`src/rtl/mem_access_unit_pkg.sv`:
```
// Shared types for the memory stage: package common holds the data-bus request/response,
// package pipes holds pipeline payloads, access-size and exception codes and MEM FSM states.
package common;
  localparam int DBUS_W      = 64;
  localparam int DBUS_STRB_W = DBUS_W / 8;

  typedef struct packed {
    logic                   valid;
    logic [63:0]            addr;
    logic [1:0]             size;    // log2 of access bytes
    logic [DBUS_STRB_W-1:0] strobe;
    logic [DBUS_W-1:0]      data;
  } dbus_req_t;

  typedef struct packed {
    logic              addr_ok;
    logic              data_ok;
    logic [DBUS_W-1:0] data;
  } dbus_resp_t;
endpackage

package pipes;
  localparam int XLEN = 64;

  typedef enum logic [1:0] {MSIZE1, MSIZE2, MSIZE4, MSIZE8} msize_t;
  typedef enum logic [1:0] {EXC_NONE, EXC_LOAD_MISALIGN, EXC_STORE_MISALIGN} exc_t;
  typedef enum logic [1:0] {IDLE, REQ, DONE} mem_state_t;

  typedef struct packed {
    logic   regwrite;
    logic   memread;
    logic   memwrite;
    msize_t msize;
    logic   mem_unsigned;
  } control_t;

  typedef struct packed {
    logic [XLEN-1:0] result;
    logic [XLEN-1:0] srcb;
    logic [63:0]     pc;
    control_t        ctl;
    logic [4:0]      dst;
    logic            is_bubble;
  } execute_data_t;

  typedef struct packed {
    logic [XLEN-1:0] result;
    logic [63:0]     pc;
    control_t        ctl;
    logic [4:0]      dst;
    logic            is_bubble;
    exc_t            exc;
  } memory_data_t;

  function automatic logic [7:0] size_mask(msize_t s);
    case (s)
      MSIZE1:  return 8'h01;
      MSIZE2:  return 8'h03;
      MSIZE4:  return 8'h0F;
      default: return 8'hFF;
    endcase
  endfunction

  function automatic logic is_misaligned(logic [2:0] off, msize_t s);
    case (s)
      MSIZE1:  return 1'b0;
      MSIZE2:  return off[0];
      MSIZE4:  return |off[1:0];
      default: return |off;
    endcase
  endfunction
endpackage

```
`src/rtl/mem_access_unit_if.sv`:
```
// Data-bus request/response bundle between the memory stage (master) and the data memory (slave).
interface mem_access_unit_if;
  import common::*;

  dbus_req_t  dreq;
  dbus_resp_t dresp;

  modport master (output dreq, input dresp);
  modport slave  (input dreq, output dresp);
endinterface

```
`src/rtl/mem_access_unit_align.sv`:
```
// Combinational byte-lane logic: store strobe/data placement and load extraction with extension.
module mem_align
  import pipes::*;
#(
  parameter int XLEN   = 64,
  parameter int DBUS_W = 64
) (
  input  logic [2:0]          offset,
  input  msize_t              size,
  input  logic                isUnsigned,
  input  logic [XLEN-1:0]     storeData,
  input  logic [DBUS_W-1:0]   rdata,
  output logic [DBUS_W/8-1:0] strobe,
  output logic [DBUS_W-1:0]   wdata,
  output logic [XLEN-1:0]     loadData
);
  localparam int SW = DBUS_W / 8;

  logic [5:0]        shamt;
  logic [DBUS_W-1:0] shifted;
  logic              signBit;

  assign shamt   = {offset, 3'b000};
  assign strobe  = SW'(size_mask(size)) << offset;
  assign wdata   = DBUS_W'(storeData) << shamt;
  assign shifted = rdata >> shamt;

  always_comb begin
    signBit  = 1'b0;
    loadData = XLEN'(shifted);
    case (size)
      MSIZE1: begin
        signBit  = !isUnsigned && shifted[7];
        loadData = {{(XLEN-8){signBit}}, shifted[7:0]};
      end
      MSIZE2: begin
        signBit  = !isUnsigned && shifted[15];
        loadData = {{(XLEN-16){signBit}}, shifted[15:0]};
      end
      MSIZE4: begin
        signBit  = !isUnsigned && shifted[31];
        loadData = {{(XLEN-32){signBit}}, shifted[31:0]};
      end
      default: loadData = XLEN'(shifted);
    endcase
  end
endmodule

```
`src/rtl/mem_access_unit.sv`:
```
// Memory-stage data-bus initiator: issues loads/stores from EX/MEM and stalls with Dwait until data_ok.
// Build option MISALIGN_TRAP_EN: misaligned accesses raise an exception in IDLE instead of being issued.
//
// state | meaning
// IDLE  | pass-through; a memory op launches the request with Dwait already high
// REQ   | dreq.valid held with stable fields until data_ok
// DONE  | load result presented from rdataQ; EX/MEM advances at this edge
module mem_access_unit
  import common::*, pipes::*;
#(
  parameter int XLEN   = 64,
  parameter int DBUS_W = 64
) (
  input  logic              clk,
  input  logic              reset,
  input  execute_data_t     dataE,
  mem_access_unit_if.master bus,
  output logic              Dwait,
  output memory_data_t      dataM
);
  mem_state_t            state;
  dbus_req_t             reqQ;
  logic [DBUS_W-1:0]     rdataQ;
  logic                  memOp;
  logic                  trap;
  logic                  launch;
  logic [2:0]            offset;
  logic [DBUS_W/8-1:0]   strobeNext;
  logic [DBUS_W-1:0]     wdataNext;
  logic [XLEN-1:0]       loadData;
  logic                  unusedAddrOk;

  assign memOp = !dataE.is_bubble && (dataE.ctl.memread || dataE.ctl.memwrite);

`ifdef MISALIGN_TRAP_EN
  assign trap = memOp && is_misaligned(dataE.result[2:0], dataE.ctl.msize);
`else
  assign trap = 1'b0;
`endif

  assign launch       = (state == IDLE) && memOp && !trap;
  assign unusedAddrOk = bus.dresp.addr_ok;
  // Placement uses the live address at launch; extraction uses the address held with the request.
  assign offset       = (state == IDLE) ? dataE.result[2:0] : reqQ.addr[2:0];

  mem_align #(.XLEN(XLEN), .DBUS_W(DBUS_W)) u_align (
    .offset     (offset),
    .size       (dataE.ctl.msize),
    .isUnsigned (dataE.ctl.mem_unsigned),
    .storeData  (dataE.srcb),
    .rdata      (rdataQ),
    .strobe     (strobeNext),
    .wdata      (wdataNext),
    .loadData   (loadData)
  );

  always_ff @(posedge clk or posedge reset) begin
    if (reset) begin
      state  <= IDLE;
      reqQ   <= '0;
      rdataQ <= '0;
    end else begin
      case (state)
        IDLE: begin
          if (launch) begin
            state       <= REQ;
            reqQ.valid  <= 1'b1;
            reqQ.addr   <= 64'(dataE.result);
            reqQ.size   <= dataE.ctl.msize;
            reqQ.strobe <= strobeNext;
            reqQ.data   <= wdataNext;
          end
        end
        REQ: begin
          if (bus.dresp.data_ok) begin
            state      <= DONE;
            reqQ.valid <= 1'b0;
            rdataQ     <= bus.dresp.data;
          end
        end
        DONE:    state <= IDLE;
        default: state <= IDLE;
      endcase
    end
  end

  assign bus.dreq = reqQ;

  always_comb begin
    Dwait = 1'b0;
    case (state)
      IDLE:    Dwait = launch;
      REQ:     Dwait = 1'b1;
      default: Dwait = 1'b0;
    endcase
    if (reset) Dwait = 1'b0;
  end

  always_comb begin
    dataM.result    = dataE.result;
    dataM.pc        = dataE.pc;
    dataM.ctl       = dataE.ctl;
    dataM.dst       = dataE.dst;
    dataM.is_bubble = dataE.is_bubble;
    dataM.exc       = EXC_NONE;
    if (state == DONE) dataM.result = dataE.ctl.memread ? loadData : '0;
`ifdef MISALIGN_TRAP_EN
    if (state == IDLE && trap)
      dataM.exc = dataE.ctl.memread ? EXC_LOAD_MISALIGN : EXC_STORE_MISALIGN;
`endif
  end
endmodule

```
`src/flat_wrapper.sv`:
```
// flat-port wrapper written by rule: the top's interface ports become plain ports
module mem_access_unit_flat import common::*, pipes::*;
#(
  parameter int XLEN   = 64,
  parameter int DBUS_W = 64
)
  (clk, reset, dataE, Dwait, dataM, bus_dreq, bus_dresp);
  mem_access_unit_if bus_i ();
  input  logic clk;
  input  logic reset;
  input  execute_data_t dataE;
  output logic Dwait;
  output memory_data_t dataM;
  output wire logic [$bits(bus_i.dreq)-1:0] bus_dreq;
  input wire logic [$bits(bus_i.dresp)-1:0] bus_dresp;
  assign bus_dreq = bus_i.dreq;
  assign bus_i.dresp = bus_dresp;
  mem_access_unit #(.XLEN(XLEN), .DBUS_W(DBUS_W)) u_core (.clk(clk), .reset(reset), .dataE(dataE), .bus(bus_i), .Dwait(Dwait), .dataM(dataM));
endmodule
```
`config.mk`:
```
export PLATFORM = sky130hd
export DESIGN_NAME = mem_access_unit_flat
export DESIGN_NICKNAME = d
export VERILOG_FILES = /design/src/rtl/mem_access_unit_pkg.sv /design/src/rtl/mem_access_unit_if.sv /design/src/rtl/mem_access_unit_align.sv /design/src/rtl/mem_access_unit.sv /design/src/flat_wrapper.sv
export SDC_FILE = /design/constraint.sdc
export NUM_CORES = 1
export LEC_CHECK = 0
export CAP_MARGIN = 15
export CORE_AREA = 5 5 215 217
export CTS_CLUSTER_DIAMETER = 100
export CTS_CLUSTER_SIZE = 30
export DETAILED_ROUTE_END_ITERATION = 6
export DIE_AREA = 0 0 220 222
export GPL_TIMING_DRIVEN = 0
export PLACE_DENSITY = 0.62
export SLEW_MARGIN = 20
export SYNTH_ARGS = -nofsm -noshare
export SYNTH_HDL_FRONTEND = slang
export SYNTH_HIERARCHICAL = 1
export SYNTH_SLANG_ARGS = --single-unit
```
`constraint.sdc`:
```
create_clock -name clk -period 8.6 [get_ports clk]
set_input_delay 0.86 -clock clk [delete_from_list [all_inputs] [get_ports clk]]
set_output_delay 0.86 -clock clk [all_outputs]
set_load 0.02 [all_outputs]
```
==> flow_metrics.tcl, run 1 <==
set metrics [dict create \
    status "finished, final reports clean" \
    route.antenna.remaining_nets 0 \
    tritoncts "done" \
    antenna_found_initial 6 \
    synth_edf_count 0 \
    routed_wl_um 66080 \
    finalWorstPathRequiredPeriod_ns 5.348 \
    synth_top_flop_cell "sky130_fd_sc_hd__dfrtp_1" \
    setup_viol_count_final 0 \
    synth_compound_area_frac 0.08908 \
    critical_path_required_ns 7.74 \
    regArea_um2 5130 \
    finalNetCount 2106 \
    synthCells 1336 \
    final_number_of_max_transition_violations 0 \
    p_leak_nw 8.438 \
    clock_tree.htree_level_count 1 \
    area.growth.synth_to_final_pct 45.05 \
    cp-start-kind "flop" \
    layoutNonFillerInstCount 2435 \
    cts.hold.buffers_added 0 \
    synthesis.area_um2 13540 \
    slew_limit_headroom 0.4621 \
    track_usage 0.2560 \
    die_height_um 222 \
    dr_total_vias 12570 \
    place_hpwl_um 54210 \
    postSynthRegisterBits 205 \
    reg2reg_slack_ns 5.53 \
    fp.dieArea_um2 48840 \
    timing.final.crit_share 0.6219 \
    synthMostInstantiatedCell "sky130_fd_sc_hd__dfrtp_1" \
    async_set_or_reset_flop_fraction_in_the_synthesized_netlist 1.000 \
    drt_drc_violations_left 0 \
    critical_path.cell_chain "nor2_1, mux2_2, buf_4, buf_4, buf_4, nor2_1, a22oi_1, nand3_1, nand2_1, o21ai_0, clkdlybuf4s50_1" \
    cts-buffers-inserted 13 \
    vias_per_cell 5.161 \
    critical-path-top-cell-by-count "sky130_fd_sc_hd__buf_4" \
    clock_latency_ns 0.52 \
    num_io_pins 554 \
    critical_hold_path_startpoint "u_core/bus.dreq[138]$_DFFE_PP0P_" \
    critPathMaxFanout 10 \
    final_total_power_mw 5.899 \
    num_rows 77 \
    detailedPlace.worstSlack_ns 3.464 \
    pin_slew_with_the_least_headroom_to_its_limit_ns 0.8038 \
    crit_path_top_delay_cell "sky130_fd_sc_hd__clkdlybuf4s50_1" \
    synth_top_family_by_area "multiplexers" \
    yosys_warnings 6 \
    worst_reg2reg_path_length_in_cells 9 \
    buffer_ports.inserted 480 \
    critical_path.max_stage_delay_ns 0.67 \
    timing_worst_setup_path_type "reg -> out" \
    cp.arrival_ns 4.49 \
    synth_fa_ha_area_frac 0 \
    netlist_top_cells_count "sky130_fd_sc_hd__dfrtp_1 (205), sky130_fd_sc_hd__nand2_1 (198), sky130_fd_sc_hd__mux2_2 (166), sky130_fd_sc_hd__o21ai_0 (105), sky130_fd_sc_hd__mux2i_1 (104)" \
    overflow 0 \
    hold_path_class "reg -> reg" \
    starting_utilization_of_the_core_area 0.3082 \
    setup_slack_ns 3.252 \
    grt_pass1_wl_um 92580 \
    detail_route.first_pass.iterations 5 \
    cts_max_path_buffers 3 \
    crit_end "dataM[101]" \
    fill_cells 4315 \
    place_area_um2 19160 \
    post-cts-setup-buffers 0 \
    setup.worst_path.end_class "output pin" \
    initialDrtViolationCount 1098 \
    timing_hold_violations_final 0 \
    worst_clock_skew_ns 0.04366 \
    maxCapViolations 0 \
    synthTopCellsByArea "sky130_fd_sc_hd__dfrtp_1 (38%), sky130_fd_sc_hd__mux2_2 (14%), sky130_fd_sc_hd__mux2i_1 (7.7%)" \
    layout-drive-gt1-share 0.2065 \
    first_global_vias 12860 \
    cts.clk_slew.worst_paths_ns 0.09 \
    fp.dieW_um 220 \
    unrepaired_setup_endpoints_after_global_routing "no" \
    power.density_cell_area_nw_per_um2 300.3 \
    clock-root-buffer "sky130_fd_sc_hd__clkbuf_16" \
    worst_r2r_endpoint "u_core/bus.dreq[44]$_DFFE_PP0P_" \
    grt_max_degree 90 \
    clock_sinks 205 \
    final_design_area_no_fill_um2 19640 \
    multiInputGateArea_um2 7118 \
    post_cts_resized 0 \
    post_synthesis_sequential_area_ratio 0.3789 \
    synthDominantCellAreaShare 0.3789 \
    vdd_drop_max_mv 0.1544 \
    core_um2 43930 \
    cp-startpoint "u_core/state[1]$_DFFE_PP0P_" \
    ys_types 47 \
    post_synthesis_cell_type_with_the_largest_combined_area "sky130_fd_sc_hd__dfrtp_1" \
    dpl.cell_count 2411 \
    yosys-mux-area-fraction 0.3206 \
    gpl.final_weighted_congestion 0.9826 \
    max_freq_mhz 187.0 \
    syn_area_per_cell_um2 10.14 \
    synthXorXnorAreaFrac 0 \
    critical_path.reg2reg.startpoint "u_core/state[1]$_DFFE_PP0P_" \
    post_synth_and_or_nand_nor_area_fraction 0.1149 \
    post_drt_wl_per_cell_um 27.14 \
]
[power by group]
part           switching [mW]  internal [mW]  total [mW]
clock network           0.381          0.378       0.759
logic                    1.82           1.58        3.41
registers               0.369           1.37        1.73
total                    2.57           3.32        5.90
[sequential cells by signal, summed over array words and instances, names as in the netlist]
| name | flops |
|---|---|
| u_core/bus.dreq | 139 |
| u_core/rdataQ | 64 |
| u_core/state | 2 |
[layout make-up]
cell class	instances	area share
diodes	3	0.0003822
plain buffers	195	0.06587
clock buffers	16	0.01867
clock inverters	5	0.005351
inverters	3	0.0009556
multi-input cells	934	0.3624
flip-flops and latches	205	0.2612
well taps	592	0.03771
repair buffers	482	0.2474
[critical path: cells and delay by family, from the launching register on]
kind            cells  cell delay [ns]
simple gates        4             1.22
compound gates      2             0.57
flops               1             0.47
mux                 1             0.44
buf+inv             4             1.28
[how the worst min path moves through the flow]
stage / end / slack, ns / cells past startpoint
after floorplan: u_core/rdataQ[0]$_DFFE_PP0P_ / 0.47 / 1
after detailed placement: u_core/bus.dreq[138]$_DFFE_PP0P_ / 0.47 / 1
after CTS: u_core/bus.dreq[96]$_DFFE_PP0P_ / 0.50 / 1
after global routing: u_core/bus.dreq[97]$_DFFE_PP0P_ / 0.50 / 1
final: u_core/bus.dreq[138]$_DFFE_PP0P_ / 0.49 / 1
after global placement: u_core/bus.dreq[138]$_DFFE_PP0P_ / 0.46 / 1
[kinds of logic (layout without fill, tap and decap cells)]
family | count (synthesis) | in the layout
muxes | 379 | 379
and+or+nand+nor | 352 | 352
DFF | 205 | 205
AOI/OAI and AO/OA | 201 | 201
buffers and inverters | 198 | 701
other | 1 | 5
[through the flow]
stage | setup TNS (ns) | hold slack [ns] | utilization
floorplan | 0 | 0.4747 | -
CTS | 0 | 0.4969 | 0.4469
detailed placement | 0 | 0.4655 | 0.4361
finish | 0 | 0.4929 | 0.4471
global placement | -180.55 | 0.4641 | 0.4345
global route | 0 | 0.5021 | 0.4469
[per-layer routing]
| layer | track usage | vias up | part of all wire |
|---|---|---|---|
| li1 | - | 5664 | - |
| met1 | 0.3160 | 6252 | 0.40 |
| met2 | 0.4493 | 554 | 0.49 |
| met3 | 0.06323 | 89 | 0.076 |
| met4 | 0.05919 | 8 | 0.027 |
| met5 | 0 | - | 0.0010 |
[placed cells by master (no fill, tap or decap), types with 3 or more instances in the layout]
cell                              count
sky130_fd_sc_hd__a211oi_1             3
sky130_fd_sc_hd__clkbuf_16           13
sky130_fd_sc_hd__dfrtp_1            205
sky130_fd_sc_hd__mux2i_1            104
sky130_fd_sc_hd__o21ai_0            105
sky130_fd_sc_hd__nand2b_1             6
sky130_fd_sc_hd__clkbuf_8             3
sky130_fd_sc_hd__clkdlybuf4s50_1    480
sky130_fd_sc_hd__o211ai_1             8
sky130_fd_sc_hd__nor2_1              62
sky130_fd_sc_hd__buf_2               44
sky130_fd_sc_hd__nand2_1            198
sky130_fd_sc_hd__mux2_1              87
sky130_fd_sc_hd__buf_4              101
sky130_fd_sc_hd__diode_2              3
sky130_fd_sc_hd__o22ai_1             17
sky130_fd_sc_hd__mux2_2             166
sky130_fd_sc_hd__a21oi_1             28
sky130_fd_sc_hd__o2bb2ai_1           16
sky130_fd_sc_hd__nand4_1             34
sky130_fd_sc_hd__buf_6               17
sky130_fd_sc_hd__clkbuf_1            29
sky130_fd_sc_hd__buf_1                4
sky130_fd_sc_hd__and2_1               8
sky130_fd_sc_hd__a32oi_1              7
sky130_fd_sc_hd__mux2_4               7
sky130_fd_sc_hd__a211o_1              7
sky130_fd_sc_hd__mux4_2              13
sky130_fd_sc_hd__nor2b_1             12
sky130_fd_sc_hd__nand3_1             19
(Power assumes the default switching activity.)
==> inputs of run 2 (changes only) <==
--- a/config.mk
+++ b/config.mk
@@ -12,7 +12,7 @@
 export DETAILED_ROUTE_END_ITERATION = 6
 export DIE_AREA = 0 0 220 222
 export GPL_TIMING_DRIVEN = 0
-export PLACE_DENSITY = 0.62
+export PLACE_DENSITY = 0.64
 export SLEW_MARGIN = 20
 export SYNTH_ARGS = -nofsm -noshare
 export SYNTH_HDL_FRONTEND = slang
==> constraint.sdc (replaced) <==
create_clock -name clk -period 4.8 [get_ports clk]
set_input_delay 0.48 -clock clk [delete_from_list [all_inputs] [get_ports clk]]
set_output_delay 0.48 -clock clk [all_outputs]
set_load 0.02 [all_outputs]
==> flow_metrics.tcl, run 2 (synthesis results as in run 1) <==
set metrics [dict create \
    cts_max_path_buffers 3 \
    finalNetCount 2111 \
    clock_latency_ns 0.53 \
    post_drt_wl_per_cell_um 26.76 \
    starting_utilization_of_the_core_area 0.3082 \
    fp.dieArea_um2 48840 \
    num_rows 77 \
    critical_path.reg2reg.startpoint "u_core/state[1]$_DFFE_PP0P_" \
    status "finished, final reports clean" \
    slew_limit_headroom 0.3888 \
    grt_max_degree 35 \
    setup_slack_ns 0.1348 \
    tritoncts "done" \
    vias_per_cell 5.214 \
    cp-startpoint "u_core/state[1]$_DFFE_PP0P_" \
    unrepaired_setup_endpoints_after_global_routing "no" \
    vdd_drop_max_mv 0.2435 \
    hold_path_class "in -> async" \
    crit_path_top_delay_cell "sky130_fd_sc_hd__clkdlybuf4s50_1" \
    timing.final.crit_share 0.9719 \
    reg2reg_slack_ns 1.83 \
    maxCapViolations 0 \
    setup_viol_count_final 0 \
    final_cell_mix "sky130_fd_sc_hd__clkdlybuf4s50_1 (480), sky130_fd_sc_hd__dfrtp_1 (205), sky130_fd_sc_hd__nand2_1 (198)" \
    cp-start-kind "flop" \
    timing_hold_violations_final 0 \
    buffer_ports.inserted 480 \
    cts.hold.buffers_added 0 \
    critPathMaxFanout 10 \
    postLayoutCoreUtil 0.4485 \
    grt_pass1_wl_um 91420 \
    gpl.final_weighted_congestion 0.9948 \
    worst_clock_skew_ns 0.05559 \
    drt_drc_violations_left 0 \
    route.antenna.remaining_nets 0 \
    clock-root-buffer "sky130_fd_sc_hd__clkbuf_16" \
    area.growth.synth_to_final_pct 45.51 \
    cts.clk_slew.worst_paths_ns 0.11 \
    first_global_vias 12950 \
    critical_path_required_ns 4.32 \
    core_um2 43930 \
    num_io_pins 554 \
    mostFrequentLayoutCell "sky130_fd_sc_hd__clkdlybuf4s50_1" \
    critical_path.max_stage_delay_ns 0.68 \
    dpl.cell_count 2416 \
    crit_end "dataM[101]" \
    worst_r2r_endpoint "u_core/bus.dreq[44]$_DFFE_PP0P_" \
    finalWorstPathRequiredPeriod_ns 4.665 \
    final_number_of_max_transition_violations 0 \
    antenna_found_initial 4 \
    layoutNonFillerInstCount 2440 \
    dr_total_vias 12720 \
    routed_wl_um 65310 \
    overflow 0 \
    pin_slew_with_the_least_headroom_to_its_limit_ns 0.9100 \
    fp.dieW_um 220 \
    setup-tns-final_ns 0 \
    die_height_um 222 \
    place_hpwl_um 53540 \
    clock_sinks 205 \
    setup.worst_path.end_class "output pin" \
    cp.arrival_ns 4.19 \
    worst_reg2reg_path_length_in_cells 8 \
    critical_path.cell_chain "nor2_2, mux2_2, buf_4, buf_4, buf_4, nor2_2, a22oi_1, nand3_1, nand2_1, o21ai_0, clkdlybuf4s50_1" \
    critical-path-top-cell-by-count "sky130_fd_sc_hd__buf_4" \
    max_freq_mhz 214.4 \
    timing_worst_setup_path_type "reg -> out" \
    track_usage 0.2531 \
    detail_route.first_pass.iterations 6 \
    p_leak_nw 8.466 \
    power.density_cell_area_nw_per_um2 532.6 \
    cts-buffers-inserted 13 \
    max_reg_flops 139 \
    layout-drive-gt1-share 0.2108 \
    initialDrtViolationCount 1163 \
    clock_tree.htree_level_count 1 \
    detailedPlace.worstSlack_ns 0.3364 \
]
[run 2: changes by cell type in the layout (fill, tap and decap cells not counted), sizes merged]
cell | before | now
inv | 6 | 7
buf | 168 | 174
bufinv | 2 | 1
clkinv | 0 | 1
clkinvlp | 0 | 1
clkbuf | 45 | 42
[run 2: stage by stage]
step	cell area (µm²)	hold WS, ns	total power, mW
after detailed placement	19240	0.4693	9.159
after global placement	19090	0.4654	9.093
after global routing	19700	0.3595	10.96
after floorplan	13550	0.4747	6.372
after CTS	19670	0.3231	10.47
final	19700	0.3344	10.49
[run 2: worst min path at each step]
stage / startpoint / endpoint / slack [ns]
after global routing: reset / u_core/bus.dreq[65]$_DFFE_PP0P_ / 0.36
after CTS: reset / u_core/bus.dreq[65]$_DFFE_PP0P_ / 0.32
final: reset / u_core/bus.dreq[65]$_DFFE_PP0P_ / 0.33
after floorplan: u_core/rdataQ[0]$_DFFE_PP0P_ / u_core/rdataQ[0]$_DFFE_PP0P_ / 0.47
after global placement: u_core/bus.dreq[138]$_DFFE_PP0P_ / u_core/bus.dreq[138]$_DFFE_PP0P_ / 0.47
after detailed placement: u_core/bus.dreq[138]$_DFFE_PP0P_ / u_core/bus.dreq[138]$_DFFE_PP0P_ / 0.47
[run 2: per-layer routing]
metal / share of wire / global-route usage / vias to the layer above
met1: 0.41 / 0.3215 / 6278
met4: 0.038 / 0.08416 / 0
li1: - / - / 5668
met3: 0.080 / 0.05817 / 113
met2: 0.48 / 0.4245 / 662
met5: 0 / 0 / -
[run 2: critical path, delay by kind of cell (launching register included)]
| kind | cells | cell delay [ns] |
|---|---|---|
| compound gates | 2 | 0.50 |
| buf+inv | 4 | 1.30 |
| flops | 1 | 0.48 |
| mux | 1 | 0.42 |
| simple gates | 4 | 0.95 |
[run 2: what timing repair did]
item                                    4_1_cts  5_1_grt
resized for setup                             3        6
cloned                                        0        0
buffers inserted                              0        0
endpoints found under the setup margin        9        9
endpoints found under the hold margin         0        0
[run 2: cell type report]
class / count / area, µm²
Antenna cell: 3 / 7.507
Buffer: 195 / 1296
Clock buffer: 14 / 329.1
Clock inverter: 7 / 95.09
Fill cell: 4326 / 24230
Inverter: 3 / 15.01
Multi-Input combinational cell: 934 / 7137
Sequential cell: 205 / 5130
Tap cell: 592 / 740.7
Timing Repair Buffer: 487 / 4952
[run 2: power breakdown]
part	internal [mW]	switching [mW]	total, mW
clock	0.583	0.689	1.27
sequential	2.45	0.655	3.10
combinational	2.84	3.28	6.12
total	5.87	4.62	10.5
